<file path="config.mk">
export PLATFORM = sky130hd
export DESIGN_NAME = if_fetch_unit
export DESIGN_NICKNAME = d
export VERILOG_FILES = /design/src/rtl/if_fetch_unit.sv
export SDC_FILE = /design/constraint.sdc
export NUM_CORES = 1
export LEC_CHECK = 0
export CORE_MARGIN = 2
export CORE_UTILIZATION = 25
export DETAILED_ROUTE_END_ITERATION = 8
export PLACE_DENSITY_LB_ADDON = 0.05
export SLEW_MARGIN = 20
export SYNTH_ARGS = -nofsm -noshare
export SYNTH_HDL_FRONTEND = slang
export SYNTH_SLANG_ARGS = --single-unit
</file>
<file path="constraint.sdc">
create_clock -name clk -period 6.8 [get_ports clk]
set_input_delay 1.02 -clock clk [delete_from_list [all_inputs] [get_ports clk]]
set_output_delay 1.02 -clock clk [all_outputs]
set_load 0.02 [all_outputs]
</file>
<file path="src/rtl/if_fetch_unit.sv">
`default_nettype none
// ============================================================================
// Module      : if_fetch_unit
// Description : Instruction fetch unit. Owns the program counter, drives the
//               combinational instruction ROM, prefetches sequential words
//               into a small FIFO and hands them to decode over a
//               valid/ready handshake. Redirects flush the FIFO and reload
//               the PC.
// Optional    : IF_HALT_DETECT_EN - stop fetching after a SYSCALL word
//               (32'h0000_000C) has been enqueued; leave via reset/redirect.
// Ports       : clk            rising-edge clock
//               rst_n          synchronous active-low reset
//               rom_addr       ROM word address (fetch_pc[ADDR_W+1:2])
//               rom_data_in    ROM read data, combinational from rom_addr
//               redirect_valid branch/jump taken this cycle
//               redirect_pc    redirect target byte address
//               inst_valid     FIFO head valid to decode
//               inst_ready     decode accepts head
//               inst_data      head instruction word (0 when not valid)
//               inst_pc        head instruction byte address (0 when not valid)
//               fetch_pc       current fetch byte address
//               halted         fetch stopped on SYSCALL (0 without the macro)
// Revision    : 1.0 - initial release
// ============================================================================
module if_fetch_unit #(
  parameter int unsigned DEPTH    = 4,
  parameter logic [31:0] RESET_PC = 32'h0000_0000,
  parameter int unsigned ADDR_W   = 10
) (
  input  logic              clk,
  input  logic              rst_n,
  output logic [ADDR_W-1:0] rom_addr,
  input  logic [31:0]       rom_data_in,
  input  logic              redirect_valid,
  input  logic [31:0]       redirect_pc,
  output logic              inst_valid,
  input  logic              inst_ready,
  output logic [31:0]       inst_data,
  output logic [31:0]       inst_pc,
  output logic [31:0]       fetch_pc,
  output logic              halted
);

  localparam int unsigned      PTR_W      = $clog2(DEPTH);
  localparam int unsigned      CNT_W      = PTR_W + 1;
  localparam logic [CNT_W-1:0] FULL_COUNT = CNT_W'(DEPTH);
  localparam logic [PTR_W-1:0] PTR_ONE    = PTR_W'(1);

  typedef enum logic [0:0] {
    RUN  = 1'b0,
    HALT = 1'b1
  } state_t;

  state_t           state;
  logic [CNT_W-1:0] count;
  logic [PTR_W-1:0] wr_ptr;
  logic [PTR_W-1:0] rd_ptr;
  logic [31:0]      pc_mem   [DEPTH];
  logic [31:0]      data_mem [DEPTH];
  logic             push;
  logic             pop;

  // Only the word-aligned part of the redirect target is kept.
  logic unused_redirect_lo;
  assign unused_redirect_lo = ^redirect_pc[1:0];

  assign rom_addr   = fetch_pc[ADDR_W+1:2];

  // A redirect squashes the head in the same cycle so decode never consumes
  // a wrong-path instruction while the flush is in flight.
  assign inst_valid = (count != '0) && !redirect_valid;
  assign pop        = inst_valid && inst_ready;

  // A full FIFO can still accept a word when the head leaves this cycle,
  // which keeps throughput at one per cycle with ready held high.
  assign push       = !redirect_valid && (state == RUN) &&
                      ((count < FULL_COUNT) || pop);

  assign inst_data  = inst_valid ? data_mem[rd_ptr] : 32'h0;
  assign inst_pc    = inst_valid ? pc_mem[rd_ptr]   : 32'h0;

`ifdef IF_HALT_DETECT_EN
  localparam logic [31:0] SYSCALL_WORD = 32'h0000_000C;
  logic halted_q;
  assign halted = halted_q;
`else
  assign halted = 1'b0;
`endif

  // FIFO storage: no reset needed, occupancy is tracked by count.
  always_ff @(posedge clk) begin
    if (rst_n && push) begin
      pc_mem[wr_ptr]   <= fetch_pc;
      data_mem[wr_ptr] <= rom_data_in;
    end
  end

  // Control: PC, pointers, occupancy and fetch state.
  always_ff @(posedge clk) begin
    if (!rst_n) begin
      fetch_pc <= RESET_PC;
      count    <= '0;
      wr_ptr   <= '0;
      rd_ptr   <= '0;
      state    <= RUN;
`ifdef IF_HALT_DETECT_EN
      halted_q <= 1'b0;
`endif
    end else if (redirect_valid) begin
      fetch_pc <= {redirect_pc[31:2], 2'b00};
      count    <= '0;
      wr_ptr   <= '0;
      rd_ptr   <= '0;
      state    <= RUN;
`ifdef IF_HALT_DETECT_EN
      halted_q <= 1'b0;
`endif
    end else begin
      if (push) begin
        wr_ptr   <= wr_ptr + PTR_ONE;
        fetch_pc <= fetch_pc + 32'd4;
`ifdef IF_HALT_DETECT_EN
        // The SYSCALL itself is enqueued; only later fetches are stopped.
        if (rom_data_in == SYSCALL_WORD) begin
          state    <= HALT;
          halted_q <= 1'b1;
        end
`endif
      end
      if (pop) begin
        rd_ptr <= rd_ptr + PTR_ONE;
      end
      case ({push, pop})
        2'b10:   count <= count + 1'b1;
        2'b01:   count <= count - 1'b1;
        default: count <= count;
      endcase
    end
  end

endmodule
`default_nettype wire

</file>
==> reports/metrics.cfg, run 1 <==
[route]
num_vias = 6790
antenna_left = 0
via_per_inst = 4.52
drc = 0
wl_per_cell_um = 21.1
drt-pass1-iter-count = 6
drtIter0Drc = 287
totalWireLength_um = 31800

[floorplan]
initial_core_util_pct = 25.4
num_rows = 79
core_area_um2 = 46600
die-area_um2 = 49000
die_h_um = 221
ioPinCount = 176
die_w_um = 221

[finish]
syn2layout_area_growth_pct = 30.6
drive_gt1_share_pct = 16.2
nNetsFinal = 945
fillers = 4488
final_core_util_pct = 33.1
n_antenna_cell = 0

[logic_synthesis]
synth_area_leaders = edfxtp_1 (63%), mux4_2 (12%), dfxtp_1 (6.6%)
ys_ff_latch = 287
ys_seq_area_share_pct = 69.6
synth_cells = 699
synth.top_cell.area_share_pct = 63.0
synth_edf_count = 248
yosysTopAreaCell = edfxtp_1
synth_top_flop_cell = edfxtp_1
async_flop_share_pct = 0
synth.distinct_cells = 53
syn-cell-area_um2 = 11800
yosys_warnings = 0
synth_area_per_cell_um2 = 16.9

[power]
p_per_area_nw_per_um2 = 278
internal_power_w = 0.00338
p_sw_w = 0.000904
static-leakage-power_nw = 4.86
peakVddDrop_mv = 0.123
clockPowerShare_pct = 46.7
seqPwrFrac_pct = 47.0
p_sw_share_pct = 21.1
power_frac_comb_pct = 6.3

[worst_hold_path]
hp-start = wr_ptr[1]
hold_end = wr_ptr[1]
holdPathStages = 2
hp-class = flip-flop to flip-flop

[sta]
tns_ps = 0
rsz0062_at_grt = no
skew_ps = 12.3
setup_viol = 0
max_slew_margin_pct = 30.3
hold_viol = 0
slew_viol_final = 0
tightest_slew_ps = 1050
timing.final.crit_period_ps = 4400
finalCritPeriodShare_pct = 64.8
fmax_mhz = 227

[grt]
grt_pass1_vias = 7313
grt_usage_pct = 13.1
antenna_found_initial = 0
grt-ovfl-total = 0
grt_max_degree = 49
grt_first_pass_wirelength_um = 47600

[setup_path]
worst-setup-path-type = flip-flop to primary output
cp_max_fo = 43
r2r_cells = 8
r2r_slack_ps = 4110
cp-end-kind = primary output
cp_data_arrival_time_ps = 3380
r2r_start = count[2]
start_kind = flip-flop
required_ps = 5780
timing.rr.end = count[2]

[clocking]
worstSkewPairLatency_ps = 520
cts_tree = done
clock_path_buffers = 3
cts.sinks = 287
cts_hold_buf = 0
post-cts-setup-buffer-count = 0
clkTransAtPathRegs_ps = 60
cts_root_buffer = clkbuf_16
cts_buffers = 34
htree_levels = 2
post_cts_resized = 0

[placed_design]
port_buffers = 168
dp_hpwl_um = 20000
gp_congestion = 0.730

[run_status]
status = finished, final reports clean

[flow_run]
drv_cap = 0

metal layers:
metal	global-route usage [%]	share of wire (%)	vias to the layer above
met2	22.1	50	164
met1	16.8	43	3475
met4	3.53	2.0	0
li1	-	-	3105
met3	3.00	4.7	46
met5	0	0	-
synth_stat cells (2+ instances only):
cell	number
a2111oi_0	2
o221a_2	2
a31oi_1	8
nand3_1	8
nor2_1	14
a2111oi_4	2
nand4b_1	2
nand4_2	2
nor3_1	14
o21ai_0	28
a311oi_1	7
or4_1	2
and2_1	67
o31ai_1	2
a211oi_1	4
inv_1	17
nor4_1	5
a21oi_1	14
clkbuf_1	22
nand2b_1	2
o211ai_1	3
nand4_1	11
edfxtp_1	248
buf_1	4
buf_4	16
nand2_1	21
xnor2_1	10
and4_1	9
xor2_1	3
ha_1	6
nor3b_1	2
and3_1	3
nor2b_1	7
dfxtp_1	39
mux4_2	62
a2111o_1	2
or3_1	5
buf_2	8
nor4b_1	2
power by group through the flow:
stage / combinational [W] / sequential, W / clock, W
detailed placement: 0.000276 / 0.00205 / 0
finish: 0.000270 / 0.00201 / 0.00200
CTS: 0.000277 / 0.00202 / 0.00207
global route: 0.000291 / 0.00202 / 0.00213
global placement: 0.000272 / 0.00205 / 0
floorplan: 0.000123 / 0.00205 / 0
area by class of cell:
type                       count  area (um^2)  share of cell area [%]
clock buffer                  38          930                    6.02
clock inverter                23          313                    2.03
inverter                      17         63.8                   0.413
multi-input combinational    348         3290                    21.3
sequential                   287         8240                    53.4
tap                          607          759                    4.92
timing repair buffer         182         1840                    12.0
registers in the layout, indices dropped and copies added (netlist names), named ones only:
name / cells
count: 3
wr_ptr: 2
pc_mem: 120
fetch_pc: 30
data_mem: 128
rd_ptr: 2
worst max-delay path, cell delays in order (launching register included):
cell and delay [ps]:
dfxtp_4 980, buf_4 540, mux4_2 560, and2_1 180, clkdlybuf4s50_1 550
cell usage in the layout, fill, tap and decap left out, drive strengths merged, types with 14 or more instances in the layout:
cell and instances:
mux4 62, o21ai 28, and2 67, clkdlybuf4s50 168
buf 14, dfxtp 39, nor2 14, clkbuf 38
nor3 14, edfxtp 248, inv 17, nand2 21
a21oi 14
cells by family (layout without fill, tap and decap cells):
family,after synthesis,in the layout,share of synthesized area [%]
and+or+nand+nor,179,179,9.00
adders and majority gates,7,7,0.805
buffers and inverters,68,260,2.82
muxes,62,62,11.8
DFF,287,287,69.6
AOI/OAI and AO/OA,82,82,4.92
other,1,5,0.0317
xor gates and xnor gates,13,13,0.964
how the worst max path moves through the flow:
stage	from	endpoint	slack, ps	cells past startpoint
after floorplan	redirect_valid	data_mem[0][0]	3350	4
after global placement	redirect_valid	inst_data[6]	2170	5
after detailed placement	redirect_valid	inst_data[6]	2400	6
after CTS	flip-flop	inst_pc[18]	2190	4
after global routing	flip-flop	inst_pc[29]	2050	4
final	flip-flop	inst_pc[28]	2400	4
through the flow:
step / instance area (um^2) / std cells / total power, W / hold slack (ps) / setup WS, ps
4_1_cts: 15400 / 1502 / 0.00436 / 504 / 2190
3_5_place_dp: 14200 / 1441 / 0.00233 / 496 / 2400
6_report: 15400 / 1502 / 0.00428 / 511 / 2400
5_1_grt: 15400 / 1502 / 0.00445 / 531 / 2050
2_1_floorplan: 11800 / 703 / 0.00217 / 465 / 3350
3_3_place_gp: 14100 / 1439 / 0.00232 / 474 / 2170
Power figures use the tool's default switching activity.
==> run 2: changes to the inputs <==
clock period = 4.23 ns   (was 6.8 ns; I/O delays follow)
==> run 2 against run 1 <==
- sequential cell count unchanged
- final cell count is 0.27% higher
- clock skew shrank 3.1 ps
- clock power increased by 43%
- register-to-register slack got worse by 2600 ps
- first-iteration DRC count up 23%
- critical endpoint is now inst_pc[20]
- largest power group unchanged
- highest routed layer unchanged
==> reports/metrics.cfg, run 2 (same netlist as run 1, synthesis figures left out) <==
[run_status]
status = finished, final reports clean

[power]
p_sw_w = 0.00144
clockPowerShare_pct = 43.7
power_frac_comb_pct = 6.8
internal_power_w = 0.00509
p_sw_share_pct = 22.0
peakVddDrop_mv = 0.237
seqPwrFrac_pct = 49.5
static-leakage-power_nw = 4.84
p_per_area_nw_per_um2 = 425

[finish]
layout_common_cells = edfxtp_1 (248), clkdlybuf4s50_1 (163), and2_1 (63), mux4_2 (62)
n_antenna_cell = 0
drive_gt1_share_pct = 16.6
seqCellArea_um2 = 8240
fin_cells = 1506
stdcell_area_um2 = 15400
nNetsFinal = 952
largestRegisters = data_mem x128, pc_mem x120, fetch_pc x30
multiInputGateArea_um2 = 3290
syn2layout_area_growth_pct = 30.2
final_common_cell = edfxtp_1
largest_reg_flops = 128
fillers = 4477
largest_register = data_mem

[route]
met1Wirelength_um = 14100
wl_per_cell_um = 21.6
drtIter0Drc = 354
antenna_left = 0
top_layer_used = met4
met3_length_um = 1670
drc = 0
num_vias = 6830
wl_met2_um = 16100
via_per_inst = 4.54
drt-pass1-iter-count = 5
totalWireLength_um = 32500

[floorplan]
die-area_um2 = 49000
num_rows = 79
die_w_um = 221
ioPinCount = 176
initial_core_util_pct = 25.4
core_area_um2 = 46600
die_h_um = 221

[placed_design]
gp_congestion = 0.735
placed_cell_area_um2 = 14300
place_inst = 1447
dp_hpwl_um = 20500
port_buffers = 168
place_ws_ps = 711

[grt]
grt_max_degree = 44
antenna_found_initial = 0
grt_first_pass_wirelength_um = 47800
grt_pass1_vias = 7227
grt_usage_pct = 13.1
grt-ovfl-total = 0

[sta]
fmax_mhz = 264
tns_ps = 0
setup_ws_ps = 446
hold_ws_ps = 498
timing.final.crit_period_ps = 3780
hold_viol = 0
skew_ps = 9.19
rsz0062_at_grt = no
max_slew_margin_pct = 38.5
setup_viol = 0
slew_viol_final = 0
tightest_slew_ps = 922
finalCritPeriodShare_pct = 89.5

[worst_hold_path]
hp-class = flip-flop to flip-flop

[clocking]
cts_hold_buf = 0
post_cts_resized = 0
clock_path_buffers = 3
clkTransAtPathRegs_ps = 60
cts_root_buffer = clkbuf_16
cts.sinks = 287
post-cts-setup-buffer-count = 0
htree_levels = 2
cts_tree = done
worstSkewPairLatency_ps = 520
cts_buffers = 35

[setup_path]
cp_max_fo = 43
worst-setup-path-type = flip-flop to primary output
start_kind = flip-flop
required_ps = 3600
cp_data_arrival_time_ps = 3150
cp-end-kind = primary output

[flow_run]
drv_cap = 0

-- run 2: cell count changes in the layout (fill, tap and decap cells not counted), sizes merged --
cell           delta
buf              +11
clkdlybuf4s50     -5
clkbuf           +12
clkinv            -7
bufinv            -7
-- run 2: final timing paths --
path / start / end / slack, ps / cells after the start
worst max-delay path: count[2] / inst_pc[20] / 450 / 5
worst min register to register: wr_ptr[1] / wr_ptr[1] / 500 / 2
worst max register to register: count[2] / count[2] / 1520 / 8
worst min-delay path: wr_ptr[1] / wr_ptr[1] / 500 / 2
-- run 2: worst max-delay path, cell delays in order, from the launching register on --
cell	delay [ps]
dfxtp_1	730
nor3_1	210
nor2_4	510
buf_12	290
and2_1	220
clkdlybuf4s50_1	630
-- run 2: power by group through the flow --
stage	registers (W)	clock network (W)	logic, W
final	0.00324	0.00286	0.000441
after global routing	0.00325	0.00307	0.000475
after CTS	0.00324	0.00298	0.000452
after detailed placement	0.00330	0	0.000450
after global placement	0.00329	0	0.000448
after floorplan	0.00329	0	0.000198
-- run 2: through the flow --
stage | total power (W) | utilization, %
after floorplan | 0.00349 | -
after global placement | 0.00374 | 30.7
after detailed placement | 0.00375 | 30.7
after CTS | 0.00667 | 33.0
after global routing | 0.00679 | 33.0
final | 0.00653 | 33.0
-- run 2: layer usage --
layer	vias up	GRT usage [%]
met5	-	0
met1	3505	16.5
li1	3110	-
met2	166	22.4
met4	0	3.79
met3	49	3.25
-- run 2: layout make-up --
type / count / share of cell area (%)
sequential: 287 / 53.5
multi-input combinational: 348 / 21.4
timing repair buffer: 188 / 12.6
clock buffer: 50 / 6.60
tap: 607 / 4.94
clock inverter: 9 / 0.488
inverter: 17 / 0.415
